==> src/rtl/vp_mac_pkg.sv <==
// Shared types and constants for the temporal MAC job scheduler and its benches.
package vp_mac_pkg;

    // Job sequencing states, in the order a job walks through them.
    typedef enum logic [2:0] {
        ST_IDLE       = 3'd0,
        ST_SEND_PREC  = 3'd1,
        ST_SEND_SCALE = 3'd2,
        ST_STREAM     = 3'd3,
        ST_FLUSH      = 3'd4,
        ST_WAIT_RES   = 3'd5,
        ST_OUT        = 3'd6
    } sched_state_t;

    // Highest legal precision code.
    localparam logic [3:0] PREC_MAX  = 4'd8;

    // Precision codes understood by the MAC (activation bits / weight bits).
    localparam logic [3:0] PREC_A8W8 = 4'd0;
    localparam logic [3:0] PREC_A8W4 = 4'd1;
    localparam logic [3:0] PREC_A8W2 = 4'd2;
    localparam logic [3:0] PREC_A4W8 = 4'd3;
    localparam logic [3:0] PREC_A4W4 = 4'd4;
    localparam logic [3:0] PREC_A4W2 = 4'd5;
    localparam logic [3:0] PREC_A2W8 = 4'd6;
    localparam logic [3:0] PREC_A2W4 = 4'd7;
    localparam logic [3:0] PREC_A2W2 = 4'd8;

    // True when a precision code is one the MAC supports.
    function automatic logic prec_legal(input logic [3:0] prec);
        return (prec <= PREC_MAX);
    endfunction

endpackage

==> src/rtl/axis_hold_reg.sv <==
// One-entry valid/ready holding register: accepts a beat when empty and keeps
// it stable on the output until the downstream side takes it.
module axis_hold_reg #(
    parameter int DW = 32
) (
    input  logic          CLK,
    input  logic          RESET,
    input  logic          in_valid,
    output logic          in_ready,
    input  logic [DW-1:0] in_data,
    output logic          out_valid,
    input  logic          out_ready,
    output logic [DW-1:0] out_data
);

    logic          valid_r;
    logic [DW-1:0] data_r;

    // Fill when empty, drain on the output handshake; a full entry never takes new data.
    always_ff @(posedge CLK) begin
        if (RESET) begin
            valid_r <= 1'b0;
            data_r  <= {DW{1'b0}};
        end else if (in_valid && !valid_r) begin
            valid_r <= 1'b1;
            data_r  <= in_data;
        end else if (valid_r && out_ready) begin
            valid_r <= 1'b0;
        end
    end

    assign in_ready  = !valid_r;
    assign out_valid = valid_r;
    assign out_data  = data_r;

endmodule

==> src/rtl/vp_mac_scheduler.sv <==
// Job sequencer for one temporal MAC: wraps an operand stream with the
// precision, scale and flush beats the MAC expects, then returns its result.
module vp_mac_scheduler
    import vp_mac_pkg::*;
#(
    parameter int AXIS_DW = 32,
    parameter int LEN_W   = 16
) (
    input  logic               CLK,
    input  logic               RESET,
    input  logic               CMD_VALID,
    output logic               CMD_READY,
    input  logic [3:0]         CMD_PREC,
    input  logic [31:0]        CMD_SCALE,
    input  logic [LEN_W-1:0]   CMD_LEN,
    input  logic [7:0]         CMD_TID,
    input  logic               S_AXIS_TVALID,
    output logic               S_AXIS_TREADY,
    input  logic [AXIS_DW-1:0] S_AXIS_TDATA,
    input  logic               S_AXIS_TLAST,
    output logic               M_AXIS_TVALID,
    input  logic               M_AXIS_TREADY,
    output logic [AXIS_DW-1:0] M_AXIS_TDATA,
    output logic               M_AXIS_TLAST,
    output logic               M_AXIS_TUSER,
    output logic [7:0]         M_AXIS_TID,
    input  logic               MAC_AXIS_TVALID,
    output logic               MAC_AXIS_TREADY,
    input  logic [AXIS_DW-1:0] MAC_AXIS_TDATA,
    input  logic               MAC_AXIS_TLAST,
    input  logic [7:0]         MAC_AXIS_TID,
    output logic               R_AXIS_TVALID,
    input  logic               R_AXIS_TREADY,
    output logic [AXIS_DW-1:0] R_AXIS_TDATA,
    output logic [7:0]         R_AXIS_TID,
    output logic               BUSY,
    output logic [15:0]        JOBS_DONE,
    output logic               ERR
);

    localparam logic [LEN_W-1:0] CNT_ONE = {{(LEN_W-1){1'b0}}, 1'b1};

    sched_state_t       state_r;
    sched_state_t       state_nxt_s;
    logic [3:0]         prec_r;
    logic [31:0]        scale_r;
    logic [7:0]         tid_r;
    logic [LEN_W-1:0]   cnt_r;
    logic               err_r;
    logic [15:0]        jobs_done_r;

    logic               cmd_ok_s;
    logic               cnt_last_s;
    logic               s_fire_s;
    logic               mac_fire_s;
    logic               r_fire_s;
    logic               cmd_ready_s;
    logic               m_valid_s;
    logic [AXIS_DW-1:0] m_data_s;
    logic               m_last_s;
    logic               m_user_s;
    logic               s_ready_s;
    logic               hold_in_valid_s;
    logic               hold_in_ready_s;
    logic               hold_out_valid_s;
    logic [AXIS_DW-1:0] hold_out_data_s;
    logic               unused_s;

    // The MAC's TLAST and the upper operand bits carry nothing this block needs.
    assign unused_s = ^{MAC_AXIS_TLAST, S_AXIS_TDATA[AXIS_DW-1:16]};

    assign cmd_ok_s   = prec_legal(CMD_PREC) && (CMD_LEN != {LEN_W{1'b0}});
    assign cnt_last_s = (cnt_r == CNT_ONE);
    assign s_fire_s   = (state_r == ST_STREAM) && S_AXIS_TVALID && M_AXIS_TREADY;
    assign mac_fire_s = hold_in_valid_s && hold_in_ready_s;
    assign r_fire_s   = hold_out_valid_s && R_AXIS_TREADY;

    // Per-state MAC beat contents, stream pass-through and next-state selection.
    always_comb begin
        state_nxt_s     = state_r;
        cmd_ready_s     = 1'b0;
        m_valid_s       = 1'b0;
        m_data_s        = {AXIS_DW{1'b0}};
        m_last_s        = 1'b0;
        m_user_s        = 1'b0;
        s_ready_s       = 1'b0;
        hold_in_valid_s = 1'b0;
        case (state_r)
            ST_IDLE: begin
                cmd_ready_s = 1'b1;
                if (CMD_VALID && cmd_ok_s) begin
                    state_nxt_s = ST_SEND_PREC;
                end else begin
                    state_nxt_s = ST_IDLE;
                end
            end
            ST_SEND_PREC: begin
                m_valid_s = 1'b1;
                m_user_s  = 1'b1;
                m_data_s  = AXIS_DW'(prec_r);
                if (M_AXIS_TREADY) begin
                    state_nxt_s = ST_SEND_SCALE;
                end else begin
                    state_nxt_s = ST_SEND_PREC;
                end
            end
            ST_SEND_SCALE: begin
                m_valid_s = 1'b1;
                m_data_s  = AXIS_DW'(scale_r);
                if (M_AXIS_TREADY) begin
                    state_nxt_s = ST_STREAM;
                end else begin
                    state_nxt_s = ST_SEND_SCALE;
                end
            end
            ST_STREAM: begin
                m_valid_s = S_AXIS_TVALID;
                s_ready_s = M_AXIS_TREADY;
                m_data_s  = AXIS_DW'(S_AXIS_TDATA[15:0]);
                m_last_s  = cnt_last_s;
                if (s_fire_s && cnt_last_s) begin
                    state_nxt_s = ST_FLUSH;
                end else begin
                    state_nxt_s = ST_STREAM;
                end
            end
            ST_FLUSH: begin
                m_valid_s = 1'b1;
                m_last_s  = 1'b1;
                if (M_AXIS_TREADY) begin
                    state_nxt_s = ST_WAIT_RES;
                end else begin
                    state_nxt_s = ST_FLUSH;
                end
            end
            ST_WAIT_RES: begin
                hold_in_valid_s = MAC_AXIS_TVALID;
                if (MAC_AXIS_TVALID && hold_in_ready_s) begin
                    state_nxt_s = ST_OUT;
                end else begin
                    state_nxt_s = ST_WAIT_RES;
                end
            end
            ST_OUT: begin
                if (r_fire_s) begin
                    state_nxt_s = ST_IDLE;
                end else begin
                    state_nxt_s = ST_OUT;
                end
            end
            default: begin
                state_nxt_s = ST_IDLE;
            end
        endcase
    end

    // State register; reset abandons any job in flight.
    always_ff @(posedge CLK) begin
        if (RESET) begin
            state_r <= ST_IDLE;
        end else begin
            state_r <= state_nxt_s;
        end
    end

    // Descriptor latch, beat counter, sticky error and completed-job counter.
    always_ff @(posedge CLK) begin
        if (RESET) begin
            prec_r      <= 4'd0;
            scale_r     <= 32'd0;
            tid_r       <= 8'd0;
            cnt_r       <= {LEN_W{1'b0}};
            err_r       <= 1'b0;
            jobs_done_r <= 16'd0;
        end else begin
            case (state_r)
                ST_IDLE: begin
                    if (CMD_VALID) begin
                        prec_r  <= CMD_PREC;
                        scale_r <= CMD_SCALE;
                        tid_r   <= CMD_TID;
                        cnt_r   <= CMD_LEN;
                        if (!cmd_ok_s) begin
                            err_r <= 1'b1;
                        end
                    end
                end
                ST_STREAM: begin
                    if (s_fire_s) begin
                        cnt_r <= cnt_r - CNT_ONE;
                        // Producer framing is advisory: a wrong TLAST is flagged, the counter still rules.
                        if (S_AXIS_TLAST != cnt_last_s) begin
                            err_r <= 1'b1;
                        end
                    end
                end
                ST_WAIT_RES: begin
                    if (mac_fire_s && (MAC_AXIS_TID != tid_r)) begin
                        err_r <= 1'b1;
                    end
                end
                ST_OUT: begin
                    if (r_fire_s) begin
                        jobs_done_r <= jobs_done_r + 16'd1;
                    end
                end
                default: begin
                end
            endcase
        end
    end

    axis_hold_reg #(
        .DW (AXIS_DW)
    ) u_res_hold (
        .CLK       (CLK),
        .RESET     (RESET),
        .in_valid  (hold_in_valid_s),
        .in_ready  (hold_in_ready_s),
        .in_data   (MAC_AXIS_TDATA),
        .out_valid (hold_out_valid_s),
        .out_ready (R_AXIS_TREADY),
        .out_data  (hold_out_data_s)
    );

    assign CMD_READY       = cmd_ready_s;
    assign S_AXIS_TREADY   = s_ready_s;
    assign M_AXIS_TVALID   = m_valid_s;
    assign M_AXIS_TDATA    = m_data_s;
    assign M_AXIS_TLAST    = m_last_s;
    assign M_AXIS_TUSER    = m_user_s;
    assign M_AXIS_TID      = tid_r;
    assign MAC_AXIS_TREADY = (state_r == ST_WAIT_RES) && hold_in_ready_s;
    assign R_AXIS_TVALID   = hold_out_valid_s;
    assign R_AXIS_TDATA    = hold_out_data_s;
    assign R_AXIS_TID      = tid_r;
    assign BUSY            = (state_r != ST_IDLE);
    assign JOBS_DONE       = jobs_done_r;
    assign ERR             = err_r;

endmodule
==> config.mk <==
export PLATFORM = sky130hd
export DESIGN_NAME = vp_mac_scheduler
export DESIGN_NICKNAME = d
export VERILOG_FILES = /design/src/rtl/vp_mac_pkg.sv /design/src/rtl/axis_hold_reg.sv /design/src/rtl/vp_mac_scheduler.sv
export SDC_FILE = /design/constraint.sdc
export NUM_CORES = 1
export LEC_CHECK = 0
export BUFFER_PORTS_ARGS = -buffer_cell sky130_fd_sc_hd__clkbuf_2
export CORE_MARGIN = 3
export CORE_UTILIZATION = 42
export DETAILED_ROUTE_END_ITERATION = 7
export PLACE_DENSITY_LB_ADDON = 0.1
export SETUP_SLACK_MARGIN = 0.05
export SYNTH_ARGS = -nofsm -noshare
export SYNTH_HDL_FRONTEND = slang
export SYNTH_SLANG_ARGS = --single-unit
==> constraint.sdc <==
create_clock -name CLK -period 1.95 [get_ports CLK]
set_input_delay 0.4875 -clock CLK [delete_from_list [all_inputs] [get_ports CLK]]
set_output_delay 0.4875 -clock CLK [all_outputs]
set_load 0.02 [all_outputs]
After elaboration in Yosys (flattened, before gate mapping):

Index checks and enable logic that the tools add are counted.

* register bits after elaboration: 113
* latch bits: 0
* memory bits (writable): 0
* ROM bits: 0
* bits of input ports: 141
* output and inout bits: 105
* word-level logic and storage cells: 74
* memories kept: 0

* $add $sub $neg: 2
* $mul: 0
* div/mod/pow operators: 0
* magnitude comparators: 1
* eq/ne operators: 14
* shift-type cells: 0
* mux-type cells: 26
* bitwise operators: 0
* reduce and logical (&&, ||, !) cells: 22

Operator list (number)
* 32-bit case mux with 3 select lines: 1
* 16-bit two-way mux: 2
* 16-bit case mux with 2 select lines: 1
* 3-bit case mux with 7 select lines: 1
* 16-bit by 1-bit adder with 16-bit output (second input constant): 1
* 16-bit by 1-bit equality test with 1-bit output (second input constant): 1
* 16-bit nonzero test: 1
* 16-bit by 1-bit subtractor with 16-bit output (second input constant): 1
* 1-bit two-way mux: 14
* 1-bit logical AND: 10
* 3-bit equality test (second input constant): 3
* 2-bit != test (second input constant): 4
* 8-bit != test: 1
* 3-bit by 2-bit equality test with 1-bit output (second input constant): 2
* 3-bit two-way mux: 2
* 6-bit AND reduction: 1
* 3-bit nonzero test: 2
* 4-bit <= comparator (second input constant): 1
* 2-bit two-way mux: 2
* 1-bit case mux with 2 select lines: 2
* 2-bit AND reduction: 2
* 2-bit nonzero test: 2
* 3-bit by 1-bit equality test with 1-bit output (second input constant): 1
* 3-bit zero test: 1
* 6 further kinds: 6

Logic depth before layout (Yosys ltp):

* depth after elaboration: 6
* gate-level depth with buffers: 8
* gate-level depth less buffers: 7

By module:

From an unflattened synthesis, not the netlist that was laid out.

* cell total of the unflattened synthesis: 698
* area, all modules: 5629.1 um2

Modules (own cells, without submodules)
* vp_mac_scheduler: instances 1, cells each 549, area each 4120.2 um2, sequential area each 1601.5 um2
* axis_hold_reg: instances 1, cells each 149, area each 1508.9 um2, sequential area each 660.6 um2

Worst setup path after synthesis:

No wires, ideal clock.

* path kind: flip-flop to output port
* start point: reg state_r[0]
* end point: out M_AXIS_TVALID
* data arrival time: 1653 ps
* data required time: 1462 ps
* setup slack: -191 ps
* stages on the path, launching flop included: 5
* buffers on the path: 1
* cell sequence: dfxtp_1 -> buf_2 -> nor3_1 -> inv_1 -> and3_1

* word-level cells in the longest chain between the ends: 3
* elaborated cells between the ends (all ways): 6
* those cells by class: eq/ne (4); mux (1); reduce/logical (1)

Ends and longest elaborated chain
* from (decl): line vp_mac_scheduler.sv:43 `sched_state_t state_r;`
* from (signal assigned): line vp_mac_scheduler.sv:162 `state_r <= state_nxt_s;`
* 3-bit equality test (tied with other cells): line vp_mac_scheduler.sv:88 `case (state_r)`
* 3-bit OR reduction (no source line)
* 1-bit case mux with 2 select lines *: line vp_mac_scheduler.sv:88
* to (decl): line vp_mac_scheduler.sv:21 `output logic M_AXIS_TVALID,`

Mark *: on every way between the ends. The rest lies on a longest branch, timed or not.

Worst setup path in the final report:

* start point: reg state_r[1]
* end point: out M_AXIS_TDATA[5]

* word-level cells in the longest chain between the ends: 2
* elaborated cells between the ends (all ways): 4
* those cells by class: eq/ne (3); mux (1)

Ends and longest elaborated chain
* 3-bit by 2-bit equality test with 1-bit output / 3-bit by 1-bit equality test with 1-bit output (equally long branches): line vp_mac_scheduler.sv:88
* 32-bit case mux with 3 select lines *: line vp_mac_scheduler.sv:88
* to (decl): line vp_mac_scheduler.sv:23 `output logic [AXIS_DW-1:0] M_AXIS_TDATA,`

Marked as above.

==> run_results.csv <==
group,metric,value,unit
run_status,status,"finished with violations",
cells_and_area,layout-drive-gt1-share,0.407,
power,vdd_drop_max,0.523,mV
logic_synthesis,synthFlopType,"dfxtp_1",
clock_tree,clkSinkCount,113,
critical_path,cpMostUsedCell,"buf_6",
timing,setup_violations,38,
timing,fin_crit,2160,ps
critical_path,ff2ff_setup_slack,110,ps
logic_synthesis,synth_edf_count,0,
critical_path,required,1460,ps
clock_tree,cts_hold_buf,0,
critical_path,path_max_fanout,7,
global_route,grt_pass1_vias,5626,
critical_path,arrival,1670,ps
global_route,antenna_found_initial,0,
logic_synthesis,synth-compound-area-share,0.186,
clock_tree,clock_latency,410,ps
power,power_density,851,nW/um2
run_status,violations,"negative setup slack",
logic_synthesis,synth.avg_cell_area,7.68,um2
logic_synthesis,synth_area,5290,um2
logic_synthesis,yosys.area_share.simple,0.276,
placement,place.gp.congestion,0.853,
placement,placed_area,6710,um2
cells_and_area,antenna_cells,0,
critical_path,cp_top_family,"buffers and inverters",
global_route,grt-ovfl-total,0,
clock_tree,h-tree-depth,4,
cells_and_area,design_area,8280,um2
routing,drt_wl_total,17700,um
timing,hold_violations,0,
clock_tree,clkTransAtPathRegs,60,ps
logic_synthesis,synthCells,689,
timing,slew_headroom,0.673,
timing,setup_ws,-212,ps
logic_synthesis,ys_warn_count,0,
timing,setup_tns,-6150,ps
critical_path,cp_slowest_cell,"dfxtp_4",
placement,io_buffers,228,
placement,hpwlAfterDp,11700,um
critical_path,critPathCaptureType,"output port",
logic_synthesis,synthArstFlopShare,0,
logic_synthesis,ys_seq_elements,113,
logic_synthesis,synth_fa_ha_area_frac,0.00710,
floorplan,initial_core_util,0.435,
critical_path,cp-start-kind,"register",
critical_path,crit_buf_inv,4,
routing,first_pass_iters,5,
routing,drcViolationCount,0,
global_route,grt_max_degree,46,
cells_and_area,area_growth,56.6,%
routing,num_vias,5961,
floorplan,chipWidth,118,um
logic_synthesis,synth_area_leaders,"dfxtp_1 43%, nand2_1 13%, a21oi_1 9.9%, o21ai_0 2.6%, nor2_1 2.6%",
run,maxCapViolations,0,
logic_synthesis,yosys.area.top_type,"dfxtp_1",
floorplan,fp.coreArea,12200,um2
timing,fmax,463,MHz
logic_synthesis,yosysUniqueCellTypes,55,
logic_synthesis,synthXorXnorAreaFrac,0.0298,
global_route,grt_pass1_wl,27000,um
logic_synthesis,syn_nets,833,
power,p_leak,0.00359,uW
floorplan,fp-row-count,40,
cells_and_area,nets,1097,
timing,worst_pin_slew,491,ps
logic_synthesis,synth-seq-area-share,0.428,
timing,maxSlewViolCount,0,
routing,wl_per_cell,15.6,um
clock_tree,cts_tree,"yes",
global_route,grtUsageTotal,0.237,
timing,worst_clock_skew,9.14,ps
timing,timing.hold.ws,290,ps
timing,final_min_period_over_clock_period,1.11,
floorplan,die_area,14000,um2
routing,avgViaCountPerCell,5.26,
clock_tree,cts_buffers,17,
floorplan,die_h,118,um
clock_tree,cts_buffer_depth,2,
routing,first_iter_violations,411,
critical_path,cp_cell_sequence,"inv_4, nor3_4, buf_6, clkbuf_16, a22o_1, buf_6",
logic_synthesis,synth_top_family_by_area,"simple AND/OR/NAND/NOR gates",
critical_path,path_class,"register to output port",
logic_synthesis,synth_top_area_share,0.428,
clock_tree,cts_root_buf,"clkbuf_16",
logic_synthesis,synthMuxAreaShare,0.0116,
cells_and_area,fill_cells,1021,
routing,antenna_left,0,
power,report.power.total,7050,uW
critical_path,critPathMaxStageDelay,380,ps
floorplan,io_pins,246,
worst_hold_path,hp-class,"input pin to register",
timing,rsz0062_at_grt,"true",
## metal layers
layer | wire length [um] | global-route usage | vias up
met1 | 6920 | 0.271 | 2796
met3 | 1390 | 0.0746 | 34
met5 | 0 | 0 | -
met4 | 427 | 0.0960 | 0
li1 | - | - | 2894
met2 | 9000 | 0.409 | 237
## worst min-delay path, cell delays in order
cell,delay (ps)
clkbuf_2,80
nand2_1,40
a21oi_1,50
## logic make-up (layout without fill, tap and decap cells)
| group | Yosys count | count (layout) |
|---|---|---|
| simple gates | 316 | 316 |
| compound gates | 172 | 172 |
| flops | 113 | 113 |
| buf+inv | 61 | 338 |
| xor+xnor | 18 | 18 |
| mux | 6 | 6 |
| fa+ha+maj | 3 | 3 |
## area by class of cell
cell class,count,area [um2],area share
flip-flops and latches,113,2280,0.275
multi-input cells,515,2940,0.355
repair buffers,299,2190,0.264
clock inverters,9,151,0.0183
clock buffers,23,488,0.0589
inverters,7,28.8,0.00347
well taps,168,210,0.0254
## layout by cell type, fill, tap and decap left out, types with 5 or more instances in the layout
cell	count
clkbuf_16	20
nor2_1	32
buf_8	23
buf_6	28
a22oi_1	6
a21oi_2	8
nand3_1	10
clkbuf_2	188
a21oi_1	97
dfxtp_1	107
or3_1	8
clkbuf_8	6
buf_4	50
nand2_1	179
nor4_1	8
nand4_1	12
xnor2_1	15
and2_4	17
and3_1	5
o21ai_0	28
a22o_1	14
nor3_1	7
## what timing repair did
item	CTS	global route
gates cloned	2	4
endpoints found under the setup margin	39	99
buffers inserted	20	11
pin swaps	8	38
endpoints found under the hold margin	0	0
gates resized for setup	107	101
## worst paths after layout
check,cells after the start,from,endpoint
max,6,state_r[1]$_SDFF_PP0_,M_AXIS_TDATA[5]
min reg2reg,2,u_res_hold.out_data[19]$_SDFFE_PP0P_,u_res_hold.out_data[19]$_SDFFE_PP0P_
min,3,CMD_SCALE[10],scale_r[10]$_SDFFE_PP0P_
max reg2reg,7,state_r[1]$_SDFF_PP0_,scale_r[16]$_SDFFE_PP0P_
## cell usage after synthesis (12+ instances only)
library cell,count
and2_1,20
clkbuf_1,30
o21ai_0,28
nor3_1,12
a22o_1,14
dfxtp_1,113
nor2_1,36
nand2_1,180
nand4_1,12
xnor2_1,15
a21oi_1,105
## sequential cells by signal, indices dropped and copies added (netlist names)
| signal | cells |
|---|---|
| cnt_r | 16 |
| u_res_hold.out_data | 32 |
| prec_r | 4 |
| u_res_hold.out_valid | 1 |
| ERR | 1 |
| M_AXIS_TID | 8 |
| JOBS_DONE | 16 |
| scale_r | 32 |
| state_r | 3 |
## report_power, final
group | total, uW | switching, uW | internal, uW | leakage, uW
Sequential | 2520 | 99.8 | 2420 | 0.000924
Combinational | 1200 | 618 | 583 | 0.00235
Clock | 3330 | 1060 | 2270 | 0.000314
Total | 7050 | 1780 | 5270 | 0.00359
## metrics by stage
| stage | std cells | setup WS (ps) | util |
|---|---|---|---|
| 6_report | 1134 | -212 | 0.681 |
| 5_1_grt | 1134 | -290 | 0.681 |
| 4_1_cts | 1123 | -186 | 0.652 |
| 3_5_place_dp | 1070 | -23.0 | 0.552 |
| 3_3_place_gp | 1070 | -13.5 | 0.552 |
| 2_1_floorplan | 689 | 44.2 | - |
Power figures use the tool's default switching activity.
